$ cat config.mk
export PLATFORM = sky130hd
export DESIGN_NAME = id_stage
export DESIGN_NICKNAME = d
export VERILOG_FILES = /design/src/rtl/mips_pkg.sv /design/src/rtl/id_decode.sv /design/src/rtl/id_stage.sv
export SDC_FILE = /design/constraint.sdc
export NUM_CORES = 1
export LEC_CHECK = 0
export BUFFER_PORTS_ARGS = -buffer_cell sky130_fd_sc_hd__clkbuf_2
export CORE_AREA = 3 3 123 125
export DETAILED_ROUTE_END_ITERATION = 6
export DIE_AREA = 0 0 126 128
export PLACE_DENSITY = 0.8
export SYNTH_ARGS = -nofsm -noshare
export SYNTH_HDL_FRONTEND = slang
export SYNTH_SLANG_ARGS = --single-unit
export TNS_END_PERCENT = 1
$ cat constraint.sdc
create_clock -name clock -period 2.7 [get_ports clock]
set_input_delay 0.405 -clock clock [delete_from_list [all_inputs] [get_ports clock]]
set_output_delay 0.405 -clock clock [all_outputs]
set_load 0.02 [all_outputs]
$ cat src/rtl/mips_pkg.sv
// Shared MIPS pipeline definitions: opcode/funct encodings, 3-bit ALU
// opcodes, the ID-stage FSM state type and the control bundle carried
// from ID into EX.
package mips_pkg;

  // Primary opcodes (instr[31:26])
  localparam logic [5:0] OP_RTYPE = 6'h00;
  localparam logic [5:0] OP_BEQ   = 6'h04;
  localparam logic [5:0] OP_ADDI  = 6'h08;
  localparam logic [5:0] OP_LW    = 6'h23;
  localparam logic [5:0] OP_SW    = 6'h2B;

  // R-type function codes (instr[5:0])
  localparam logic [5:0] FN_ADD = 6'h20;
  localparam logic [5:0] FN_SUB = 6'h22;
  localparam logic [5:0] FN_AND = 6'h24;
  localparam logic [5:0] FN_OR  = 6'h25;
  localparam logic [5:0] FN_SLT = 6'h2A;

  // ALU opcodes understood by EX
  localparam logic [2:0] ALU_AND = 3'b000;
  localparam logic [2:0] ALU_OR  = 3'b001;
  localparam logic [2:0] ALU_ADD = 3'b010;
  localparam logic [2:0] ALU_SUB = 3'b110;
  localparam logic [2:0] ALU_SLT = 3'b111;

  typedef enum logic {RUN = 1'b0, HOLD = 1'b1} id_state_t;

  // Control bundle as registered into ID/EX
  typedef struct packed {
    logic       reg_write;
    logic       mem_read;
    logic       mem_write;
    logic       mem_to_reg;
    logic       branch;
    logic       alu_src_imm;
    logic       illegal;
    logic [2:0] alu_op;
  } ctrl_t;

  localparam int CTRL_W = $bits(ctrl_t);

endpackage

$ cat src/rtl/id_decode.sv
// Combinational instruction decoder.
//   instr      : fetched instruction
//   ctrl       : control bundle (illegal set for anything outside the set)
//   uses_rs/rt : instruction reads rs / rt (feeds load-use hazard check)
//   write_addr : destination register, 0 when nothing is written
module id_decode
  import mips_pkg::*;
(
  input  logic [31:0] instr,
  output ctrl_t       ctrl,
  output logic        uses_rs,
  output logic        uses_rt,
  output logic [4:0]  write_addr
);

  logic [5:0] op;
  logic [5:0] fn;

  assign op = instr[31:26];
  assign fn = instr[5:0];

  always_comb begin
    ctrl       = '0;
    uses_rs    = 1'b0;
    uses_rt    = 1'b0;
    write_addr = 5'd0;
    // The all-zero word is the canonical NOP: valid, no side effects.
    if (instr != 32'd0) begin
      case (op)
        OP_RTYPE: begin
          ctrl.reg_write = 1'b1;
          uses_rs        = 1'b1;
          uses_rt        = 1'b1;
          write_addr     = instr[15:11];
          case (fn)
            FN_ADD:  ctrl.alu_op = ALU_ADD;
            FN_SUB:  ctrl.alu_op = ALU_SUB;
            FN_AND:  ctrl.alu_op = ALU_AND;
            FN_OR:   ctrl.alu_op = ALU_OR;
            FN_SLT:  ctrl.alu_op = ALU_SLT;
            default: begin
              ctrl       = '0;
              ctrl.illegal = 1'b1;
              uses_rs    = 1'b0;
              uses_rt    = 1'b0;
              write_addr = 5'd0;
            end
          endcase
        end
        OP_ADDI: begin
          ctrl.alu_op      = ALU_ADD;
          ctrl.alu_src_imm = 1'b1;
          ctrl.reg_write   = 1'b1;
          uses_rs          = 1'b1;
          write_addr       = instr[20:16];
        end
        OP_LW: begin
          ctrl.alu_op      = ALU_ADD;
          ctrl.alu_src_imm = 1'b1;
          ctrl.mem_read    = 1'b1;
          ctrl.mem_to_reg  = 1'b1;
          ctrl.reg_write   = 1'b1;
          uses_rs          = 1'b1;
          write_addr       = instr[20:16];
        end
        OP_SW: begin
          ctrl.alu_op      = ALU_ADD;
          ctrl.alu_src_imm = 1'b1;
          ctrl.mem_write   = 1'b1;
          uses_rs          = 1'b1;
          uses_rt          = 1'b1;
        end
        OP_BEQ: begin
          ctrl.alu_op = ALU_SUB;
          ctrl.branch = 1'b1;
          uses_rs     = 1'b1;
          uses_rt     = 1'b1;
        end
        default: ctrl.illegal = 1'b1;
      endcase
    end
  end

endmodule

$ cat src/rtl/id_stage.sv
// MIPS instruction-decode stage: drives register-file read addresses,
// decodes the IF/ID instruction, detects load-use hazards (one-cycle
// bubble + fetch stall), honours EX flushes and registers everything
// into ID/EX.
//   clock, reset_n          : clock, async active-low reset
//   ifid_*                  : instruction, PC+4 and valid from IF/ID
//   rf_read_addr_s/t        : combinational rs/rt read addresses
//   rf_out_a/b              : register-file data (falling-edge read)
//   ex_mem_read/write_addr  : load-in-EX info for hazard detection
//   flush                   : branch taken in EX, kill ID
//   stall_if                : hold PC and IF/ID this cycle
//   idex_*                  : ID/EX pipeline register
//   bubble_count            : saturating count of load-use bubbles
module id_stage
  import mips_pkg::*;
#(
  parameter int DATA_W = 32,
  parameter int CNT_W  = 16
) (
  input  logic              clock,
  input  logic              reset_n,
  input  logic              ifid_valid,
  input  logic [31:0]       ifid_instr,
  input  logic [DATA_W-1:0] ifid_pc_plus4,
  output logic [4:0]        rf_read_addr_s,
  output logic [4:0]        rf_read_addr_t,
  input  logic [DATA_W-1:0] rf_out_a,
  input  logic [DATA_W-1:0] rf_out_b,
  input  logic              ex_mem_read,
  input  logic [4:0]        ex_write_addr,
  input  logic              flush,
  output logic              stall_if,
  output logic              idex_valid,
  output logic              idex_reg_write,
  output logic              idex_mem_read,
  output logic              idex_mem_write,
  output logic              idex_mem_to_reg,
  output logic              idex_branch,
  output logic              idex_alu_src_imm,
  output logic              idex_illegal,
  output logic [2:0]        idex_alu_op,
  output logic [DATA_W-1:0] idex_pc_plus4,
  output logic [DATA_W-1:0] idex_op_a,
  output logic [DATA_W-1:0] idex_op_b,
  output logic [DATA_W-1:0] idex_imm,
  output logic [4:0]        idex_rs,
  output logic [4:0]        idex_rt,
  output logic [4:0]        idex_write_addr,
  output logic [CNT_W-1:0]  bubble_count
);

  id_state_t         state;
  ctrl_t             dec_ctrl;
  ctrl_t             ctrl_q;
  logic              dec_uses_rs;
  logic              dec_uses_rt;
  logic [4:0]        dec_wa;
  logic [4:0]        rs;
  logic [4:0]        rt;
  logic              haz;
  logic              load_bubble;
  logic [DATA_W-1:0] imm_ext;

  assign rs             = ifid_instr[25:21];
  assign rt             = ifid_instr[20:16];
  assign rf_read_addr_s = rs;
  assign rf_read_addr_t = rt;
  assign imm_ext        = {{(DATA_W-16){ifid_instr[15]}}, ifid_instr[15:0]};

  id_decode u_dec (
    .instr      (ifid_instr),
    .ctrl       (dec_ctrl),
    .uses_rs    (dec_uses_rs),
    .uses_rt    (dec_uses_rt),
    .write_addr (dec_wa)
  );

  // $0 is never a real dependency, so a load into $0 cannot stall.
  assign haz = ifid_valid & ex_mem_read & (ex_write_addr != 5'd0) &
               ((dec_uses_rs & (ex_write_addr == rs)) |
                (dec_uses_rt & (ex_write_addr == rt)));

  // In HOLD the bubble already sits in EX, so the hazard is stale.
  // Gating with reset_n keeps the stall low while reset is asserted.
  assign stall_if    = reset_n & (state == RUN) & haz & ~flush;
  assign load_bubble = flush | ~ifid_valid | stall_if;

  always_ff @(posedge clock or negedge reset_n) begin
    if (!reset_n) begin
      state           <= RUN;
      ctrl_q          <= '0;
      idex_valid      <= 1'b0;
      idex_pc_plus4   <= '0;
      idex_op_a       <= '0;
      idex_op_b       <= '0;
      idex_imm        <= '0;
      idex_rs         <= '0;
      idex_rt         <= '0;
      idex_write_addr <= '0;
      bubble_count    <= '0;
    end else begin
      // flush forces RUN; a stall always lasts exactly one cycle
      state <= stall_if ? HOLD : RUN;

      if (load_bubble) begin
        ctrl_q          <= '0;
        idex_valid      <= 1'b0;
        idex_pc_plus4   <= '0;
        idex_op_a       <= '0;
        idex_op_b       <= '0;
        idex_imm        <= '0;
        idex_rs         <= '0;
        idex_rt         <= '0;
        idex_write_addr <= '0;
      end else begin
        ctrl_q          <= dec_ctrl;
        idex_valid      <= 1'b1;
        idex_pc_plus4   <= ifid_pc_plus4;
        idex_op_a       <= rf_out_a;
        idex_op_b       <= rf_out_b;
        idex_imm        <= imm_ext;
        idex_rs         <= rs;
        idex_rt         <= rt;
        idex_write_addr <= dec_wa;
      end

      if (stall_if && (bubble_count != {CNT_W{1'b1}}))
        bubble_count <= bubble_count + 1'b1;
    end
  end

  assign idex_reg_write   = ctrl_q.reg_write;
  assign idex_mem_read    = ctrl_q.mem_read;
  assign idex_mem_write   = ctrl_q.mem_write;
  assign idex_mem_to_reg  = ctrl_q.mem_to_reg;
  assign idex_branch      = ctrl_q.branch;
  assign idex_alu_src_imm = ctrl_q.alu_src_imm;
  assign idex_illegal     = ctrl_q.illegal;
  assign idex_alu_op      = ctrl_q.alu_op;

endmodule

Yosys cells after proc, flatten, opt, wreduce, memory -nomap -nowiden

Cells that the tools add are included.

Flip-flop bits (word level): 171
Bits in latches: 0
RAM bits: 0
Bits in read-only memories: 0
Output and inout bits: 181
Word-level logic and storage cells: 83
Memories kept: 0

Add/sub/neg operators: 1
Multiply operators: 0
Div/mod/pow operators: 0
Magnitude comparators: 0
Equal/unequal tests: 12
Shifts and indexed selects: 0
Mux-type cells: 29
Bitwise operators: 14
Reduce and logical (&&, ||, !) cells: 9

Operator list:

| cell                    | number |
|---|---|
| $mux W32                | 4 |
| $eq A6 B6 Y1 const B    | 7 |
| $reduce_bool A32 Y1     | 1 |
| $mux W5                 | 5 |
| $mux W10                | 2 |
| $pmux W1 S2             | 9 |
| $add A16 B1 Y16 const B | 1 |
| $ne A16 B16 Y1 const B  | 1 |
| $pmux W3 S4             | 1 |
| $eq A5 B5 Y1            | 2 |
| $pmux W5 S2             | 1 |
| $pmux W3 S3             | 1 |
| $and A1 B1 Y1           | 8 |
| $mux W7                 | 1 |
| $eq A6 B3 Y1 const B    | 1 |
| $eq A6 B4 Y1 const B    | 1 |
| $logic_not A6 Y1        | 1 |
| $mux W1                 | 5 |
| $reduce_bool A5 Y1      | 1 |
| $reduce_or A5 Y1        | 1 |
| $reduce_or A2 Y1        | 2 |
| $reduce_or A4 Y1        | 1 |
| $not A1 Y1              | 3 |
| $or A1 B1 Y1            | 3 |
| other kinds (2)         | 2 |

Depth between registers and ports, before layout

Gate-level depths: netlist (run 1).

Word-level depth: 12
Depth in mapped cells: 11

By module

Synthesis (run 1) repeated with hierarchy kept, for this count alone.

Cell total of the unflattened synthesis: 461
Area, all modules: 5999.5 µm²

Modules (own cells, without submodules):

| module    | times used | cells each | area an instance (µm²) | sequential area each (µm²) |
|---|---|---|---|---|
| id_stage  | 1          | 416        | 5671.7                 | 3878.7 |
| id_decode | 1          | 45         | 327.8                  | 0.0 |

Worst setup path before layout (run 1)

OpenSTA, ideal clock, no wires.

Kind: input port to output port
From: in ifid_instr[26]
To: out stall_if
Arrival time: 2165 ps
Required time: 2295 ps
Setup slack: 130 ps
Stages on the path: 7
Buffers on the path: 2
Cell sequence: or4_4 -> nor3_2 -> o2111a_2 -> a311o_1 -> buf_4 -> buf_2 -> and2_1

Longest elaborated chain between the ends: 9
Elaborated cells between the ends (all ways): 18
Classes of those cells: eq/ne: 4; mux: 4; bitwise: 6; reduce/logical: 4

RTL lines:

| element                                                        | line                           | RTL |
|---|---|---|
| start, declared                                                | id_stage.sv:23                 | `input logic [31:0] ifid_instr,` |
| $eq A6 B3 Y1 (tied with other cells)                           | id_decode.sv:29                | `case (op)` |
| $reduce_or A4 Y1 (no line) or $reduce_or A2 Y1 (tied branches) | n/a                            |  |
| $pmux W1 S2                                                    | id_decode.sv:29                |  |
| $mux W1                                                        | id_decode.sv:28                | `if (instr != 32'd0) begin` |
| $and A1 B1 Y1, on equally long branches                        | id_stage.sv:80, id_stage.sv:81 |  |
| $or A1 B1 Y1 *                                                 | id_stage.sv:80                 | `((dec_uses_rs & (ex_write_addr == rs)) \|` |
| $and A1 B1 Y1 *                                                | id_stage.sv:79                 | `assign haz = ifid_valid & ex_mem_read & (ex_write_addr != 5'd0) &` |
| $and A1 B1 Y1 * (2 in series)                                  | id_stage.sv:85                 | `assign stall_if = reset_n & (state == RUN) & haz & ~flush;` |
| end, declared                                                  | id_stage.sv:32                 | `output logic stall_if,` |

Mark *: on every way between the ends. The rest lies on a longest branch, timed or not.

Final worst setup path (run 1)

Ends and elaborated chain as after synthesis.

==> results of run 1 <==
-- layer usage --
metal | track usage (%) | vias up | wire length [um]
met5 | 0 | - | 0
met4 | 8.20 | 0 | 401
met3 | 6.63 | 29 | 1490
met2 | 34.7 | 231 | 8140
met1 | 23.6 | 2133 | 6100
li1 | - | 2068 | -
-- state kept, by name, indices dropped and copies added, names as in the netlist, 3 cells and up --
name and cells:
idex_op_a 32, idex_op_b 32, idex_pc_plus4 32, bubble_count 16, idex_imm 16, idex_rs 5
idex_rt 5, idex_write_addr 5, idex_alu_op 3
-- logic make-up (layout without fill, tap and decap cells) --
family	count (synthesis)	in the layout
AND/OR/NAND/NOR	205	205
flip-flops	154	154
buffers and inverters	47	366
XOR/XNOR	24	24
AO/OA/AOI/OAI	17	17
multiplexers	2	2
adder cells (fa/ha/maj)	1	1
other	0	2
-- metrics by stage --
step	power [mW]	std cells	hold slack, ps	worst slack, ps	util, %
floorplan	2.69	450	109	130	-
global placement	2.94	915	284	70.5	53.0
detailed placement	2.96	915	282	15.1	53.0
CTS	5.56	948	167	7.82	57.7
global route	5.72	951	172	3.30	57.8
finish	5.49	951	190	57.3	57.8
-- synthesized netlist by cell type, types with 2 or more instances --
master    number
buf_4         28
a22oi_1        5
a21oi_1        4
nor2_1        13
and3_1         8
and4_1         4
nor3_1         7
buf_2          2
a211oi_1       2
clkbuf_1       7
nor4_1         7
o21ai_0        2
dfrtp_1      154
xnor2_1       16
or2_2          2
nand2_1        7
nand2b_1       2
xor2_1         8
buf_6          8
mux2_2         2
nand3_1       11
nand4_1       14
and2_1       123
-- worst paths after layout --
kind,endpoint,slack [ps]
setup / recovery,stall_if,60
hold / removal,idex_op_b[29]$_DFF_PN0_,190
setup reg to reg,bubble_count[1]$_DFFE_PN0P_,670
hold reg to reg,bubble_count[10]$_DFFE_PN0P_,500
max in group asynchronous,idex_illegal$_DFF_PN0_,1310
min in group asynchronous,state$_DFF_PN0_,200
-- layout make-up --
class                      count  area [um2]
multi-input combinational    249        1610
tap                          180         225
fill                        1204        5900
sequential                   154        3850
antenna                        2        5.00
clock inverter                11         193
clock buffer                  21         450
timing repair buffer         332        1740
inverter                       2        7.51
-- worst reg2reg max path, cell delays in order, from the launching register on --
cell     delay (ps)
dfrtp_1         430
ha_1            210
nand2_1         110
nor2_1          270
nand3_1         320
nand3_1         240
mux2_2          340
-- timing repair --
action / in CTS / in global routing
gates resized for setup: 0 / 1
hold endpoints to repair: 23 / 0
endpoints found under the setup margin: 0 / 1
buffers inserted: 0 / 1
hold buffers: 1 / 0
-- power groups by stage --
stage	logic [mW]	clock network, mW	registers [mW]
floorplan	0.153	0	2.54
global placement	0.503	0	2.44
detailed placement	0.510	0	2.45
CTS	0.514	2.65	2.40
global route	0.551	2.76	2.41
finish	0.504	2.58	2.40
==> metrics.md, run 1 <==
| Metric | Value |
|---|---|
| Design Area, Final | `about 0.0081 mm2` |
| Root buffer cell | `clkbuf_16` |
| Reg power frac | `43.8%` |
| WL final | `around 16000 um` |
| Initial antenna violation count | `2` |
| Synth async-reset ratio | `between 90% and 100%` |
| CP max stage cell | `or4_4` |
| Die Y | `128 um` |
| Max Slew Vio Count | `0` |
| First-pass detailed-route iteration total | `4` |
| Most frequent cells in the layout | `clkbuf_2 (317), dfrtp_1 (154), and2_1 (122), clkbuf_16 (17), xnor2_1 (16)` |
| CP arrival | `roughly 2200 ps` |
| TritonCTS clock tree | `done` |
| Core Area | `0.0140 mm2` |
| Hold depth | `2` |
| Post-DP Area | `approximately 0.0074 mm2` |
| Die W | `approximately 130 um` |
| Warnings, synthesis | `0` |
| Grt ovf | `0` |
| Mux contribution to synthesized area | `less than 1%` |
| Critical path, cell by cell | `clkbuf_2, or4_4, or3b_1, o21ai_0, a311o_1, and2_4, clkbuf_2` |
| Switching Share | `~23%` |
| Adder-cell share of the synthesized area | `less than 1%` |
| Syn nets | `roughly 590` |
| Switching power | `approximately 1.3 mW` |
| Min Tclk post-route | `between 2000 and 3000 ps` |
| H-tree depth | `4` |
| Final nets | `roughly 900` |
| Startpoint Class | `input port` |
| Hold_sp | `rf_out_b[29]` |
| CP startpoint | `ifid_instr[26]` |
| Power Internal | `4.24 mW` |
| Top FF cell, synth | `dfrtp_1` |
| Slew @ Worst Pin | `1050 ps` |
| Post-DP HPWL | `12100 um` |
| Critical path endpoint category | `output port` |
| Pwr Density | `between 600 and 700 mW/mm2` |
| Cell mode on critical path | `clkbuf_2` |
| Status | `finished, final reports clean` |
| Num CTS Buffers | `17` |
| Gate power share | `approximately 9%` |
| Detailed-route DRC error count | `0` |
| First-pass GRT wire length | `25200 um` |
| Synth Area in Simple Gates | `21.3%` |
| Number of distinct library cells after synthesis | `37` |
| Sequential area share after synthesis | `66.4%` |
| Crit Reg-Reg Startpoint | `bubble_count[0]$_DFFE_PN0P_` |
| Number of synthesized flops with an enable pin | `0` |
| Routed length per instance | `~17 um` |
| I/O Buffers | `between 300 and 400` |
| Worst Path Buf+Inv | `2` |
| Clock latency on the worst-skew pair | `between 400 and 500 ps` |
| Most common cell after layout, fill and taps aside | `clkbuf_2` |
| Setup Skew | `6.13 ps` |
| LEAKAGE | `roughly 4.5 nW` |
| RSZ-0062 raised after global routing | `false` |
| Largest net degree at the start of global routing | `~120` |
| Synth area leader | `dfrtp_1` |
| Average vias per placed instance | `around 4.7` |
| Crit Path Class | `in -> out` |
| Layout cell share with drive strength beyond 1 | `48.1%` |
| Worst Hold Class | `in -> reg` |
| Share of the synthesized area in the top cell type | `66.4%` |
| Initial Util | `between 40% and 50%` |
| R2r worst-path depth | `6` |
| Initial DRC count | `258` |
| Setup TNS | `0 ps` |
| Max-Cap Viols | `0` |
| Gr usage total | `approximately 20%` |
| Crit-path max FO | `4` |
| Die ar. | `approximately 0.016 mm2` |
| Clock group share of total power | `about 47%` |
| Combinational family with the most area after synthesis | `simple AND/OR/NAND/NOR gates` |
| Final period util | `approximately 100%` |
| Peak supply drop | `roughly 370 uV` |
| WP depth | `7` |
| Layout Area Growth over Synthesis | `39.3%` |
| Post-Syn Instances | `450` |
| Number of synthesized register bits | `154` |
| Max-slew headroom at the worst pin | `29.7%` |
| Mean Syn Cell Area | `12.9 um2` |
| Critical Path RT | `around 2300 ps` |
| Clock sink count | `about 150` |
| Reg clk slew, reported paths | `roughly 60 ps` |
| Clock Tree Buf Depth | `2` |
| Setup violations, final | `0` |
| Site Rows | `between 40 and 50` |
| Synth Cell Area | `slightly below 0.006 mm2` |
| Post-DRT Antenna Nets | `0` |
| Ports | `between 300 and 400` |
| GPL Wtd Cong | `between 0.8 and 0.9` |
| Hold Vio Cnt, Final | `0` |
| Worst stage delay on the critical path | `550 ps` |
| Post-synthesis compound-gate area fraction | `approximately 2.2%` |
| Fmax | `~380 MHz` |
| Cell family contributing the most delay on the critical path | `simple AND/OR/NAND/NOR gates` |
| Vias in the first global route | `~4700` |
| Xor and xnor area share after synthesis | `approximately 3.6%` |
| Vias after detailed routing | `4461` |
| Area contributors post-synth | `dfrtp_1 (66%), and2_1 (13%), buf_4 (3.6%), xnor2_1 (2.4%), buf_6 (1.6%)` |
No activity file was read; power rests on OpenSTA's default activity.
==> run 2: changes to the inputs <==
- BUFFER_PORTS_ARGS: -buffer_cell sky130_fd_sc_hd__clkbuf_2 -> not set
- CORE_AREA: 3 3 123 125 -> 3 3 121 123
- DIE_AREA: 0 0 126 128 -> 0 0 124 126
- DONT_BUFFER_PORTS: not set -> 1
- PLACE_DENSITY: 0.8 -> 0.62
==> metrics.md, run 2 (same netlist as run 1, synthesis figures left out) <==
| Metric | Value |
|---|---|
| First-pass detailed-route iteration total | `4` |
| Filler cell count | `about 1200` |
| Root buffer cell | `clkbuf_16` |
| Hold Vio Cnt, Final | `roughly 150` |
| Final nets | `roughly 570` |
| LEAKAGE | `3.03 nW` |
| Crit Path Class | `in -> out` |
| Peak supply drop | `around 330 uV` |
| Critical Path RT | `~2300 ps` |
| Gr usage total | `between 10% and 20%` |
| Min Tclk post-route | `around 2500 ps` |
| Fmax | `between 400 and 500 MHz` |
| Setup Skew | `~9.4 ps` |
| Initial DRC count | `around 140` |
| TritonCTS clock tree | `done` |
| Final hold slack | `-315 ps` |
| Final period util | `92.5%` |
| Most common cell after layout, fill and taps aside | `dfrtp_1` |
| Setup violations, final | `0` |
| First-pass GRT wire length | `about 21000 um` |
| CP arrival | `approximately 2100 ps` |
| Grt ovf | `0` |
| H-tree depth | `4` |
| Pre-CTS WS | `about 160 ps` |
| Core Area | `between 0.01 and 0.015 mm2` |
| Crit Reg-Reg Startpoint | `bubble_count[0]$_DFFE_PN0P_` |
| Critical path endpoint category | `output port` |
| Clock latency on the worst-skew pair | `~410 ps` |
| Post-DRT Antenna Nets | `0` |
| Vias in the first global route | `roughly 3500` |
| Status | `finished, violations left` |
| Layout Area Growth over Synthesis | `10.2%` |
| Worst Hold Class | `in -> async` |
| Design Area, Final | `~0.0064 mm2` |
| Site Rows | `43` |
| Crit Reg-Reg Endpoint | `bubble_count[1]$_DFFE_PN0P_` |
| GPL Wtd Cong | `between 0.7 and 0.8` |
| Pwr Density | `between 700 and 800 mW/mm2` |
| Clock sink count | `roughly 150` |
| Setup TNS | `0 ps` |
| Clock Tree Buf Depth | `2` |
| Routed length per instance | `22.2 um` |
| Initial antenna violation count | `3` |
| Num CTS Buffers | `17` |
| R2r worst-path depth | `6` |
| RSZ-0062 raised after global routing | `false` |
| Most frequent cells in the layout | `dfrtp_1 (153), and2_1 (123), clkbuf_16 (17), xnor2_1 (16), nand4_1 (14)` |
| Largest regs | `idex_op_a x32, idex_op_b x32, idex_pc_plus4 x32` |
| Startpoint Class | `input port` |
| Die Y | `roughly 130 um` |
| Ports | `319` |
| Layout cell share with drive strength beyond 1 | `between 10% and 20%` |
| Average vias per placed instance | `just over 5` |
| Post-DP HPWL | `between 10000 and 15000 um` |
| Slack of the worst reg-to-reg path | `approximately 450 ps` |
| Post-DP Area | `about 0.0058 mm2` |
| WL final | `roughly 14000 um` |
| Setup WS post-layout | `202 ps` |
| Reg clk slew, reported paths | `~70 ps` |
| Slew @ Worst Pin | `952 ps` |
| Crit-path max FO | `4` |
| Vias after detailed routing | `~3200` |
| Max Slew Vio Count | `0` |
| Max-slew headroom at the worst pin | `36.8%` |
| Post_cts resized | `0` |
| Max-Cap Viols | `0` |
| Failing checks | `hold timing` |
| Power Total | `around 5.1 mW` |
| I/O Buffers | `0` |
| Die W | `between 100 and 150 um` |
| Largest net degree at the start of global routing | `approximately 160` |
| Detailed-route DRC error count | `0` |
| Initial Util | `between 40% and 50%` |
| Die ar. | `roughly 0.016 mm2` |
==> run 2: worst max-delay path, cell delays in order <==
cell and delay, ps:
or4_4 530, or3b_1 410, o21ai_0 180, a311o_1 250, and2_1 310
==> run 2: power breakdown <==
group	internal [mW]	switching, mW
combinational	0.0596	0.0593
sequential	2.38	0.144
clock	1.44	0.977
==> run 2: area by class of cell <==
class / instances / area [um2] / share of cell area (%)
Clock buffer: 19 / 453 / 7.08
Multi-Input combinational cell: 249 / 1610 / 25.1
Inverter: 2 / 7.51 / 0.117
Clock inverter: 13 / 158 / 2.46
Antenna cell: 1 / 2.50 / 0.0391
Timing Repair Buffer: 10 / 87.6 / 1.37
Tap cell: 180 / 225 / 3.52
Sequential cell: 154 / 3860 / 60.3
==> run 2: worst max path at each step <==
stage                         startpoint                     endpoint  slack (ps)  cells past startpoint
final                     ifid_instr[26]                     stall_if         200                      5
after CTS                 ifid_instr[26]                     stall_if         190                      5
after global routing      ifid_instr[26]                     stall_if         100                      5
after global placement    ifid_instr[26]                     stall_if         250                      5
after floorplan           ifid_instr[26]                     stall_if         130                      7
after detailed placement  ifid_instr[26]  idex_pc_plus4[12]$_DFF_PN0_         160                      8
==> run 2: per-stage QoR <==
| stage | instances | util [%] | hold WS (ps) |
|---|---|---|---|
| 2_1_floorplan | 450 | - | 109 |
| 3_3_place_gp | 595 | 42.0 | 112 |
| 3_5_place_dp | 595 | 42.0 | 113 |
| 4_1_cts | 627 | 46.4 | -338 |
| 5_1_grt | 628 | 46.5 | -348 |
| 6_report | 628 | 46.5 | -315 |
==> run 2: layer usage <==
metal	track usage [%]	vias up	wire length (um)
li1	-	1415	-
met1	19.0	1592	4740
met2	31.0	208	7300
met3	10.1	11	1780
met4	4.25	2	93
met5	0	-	13
==> run 2: repair_timing <==
item	4_1_cts	5_1_grt
setup buffers	0	0
endpoints found under the setup margin	0	0
hold endpoints to repair	154	154
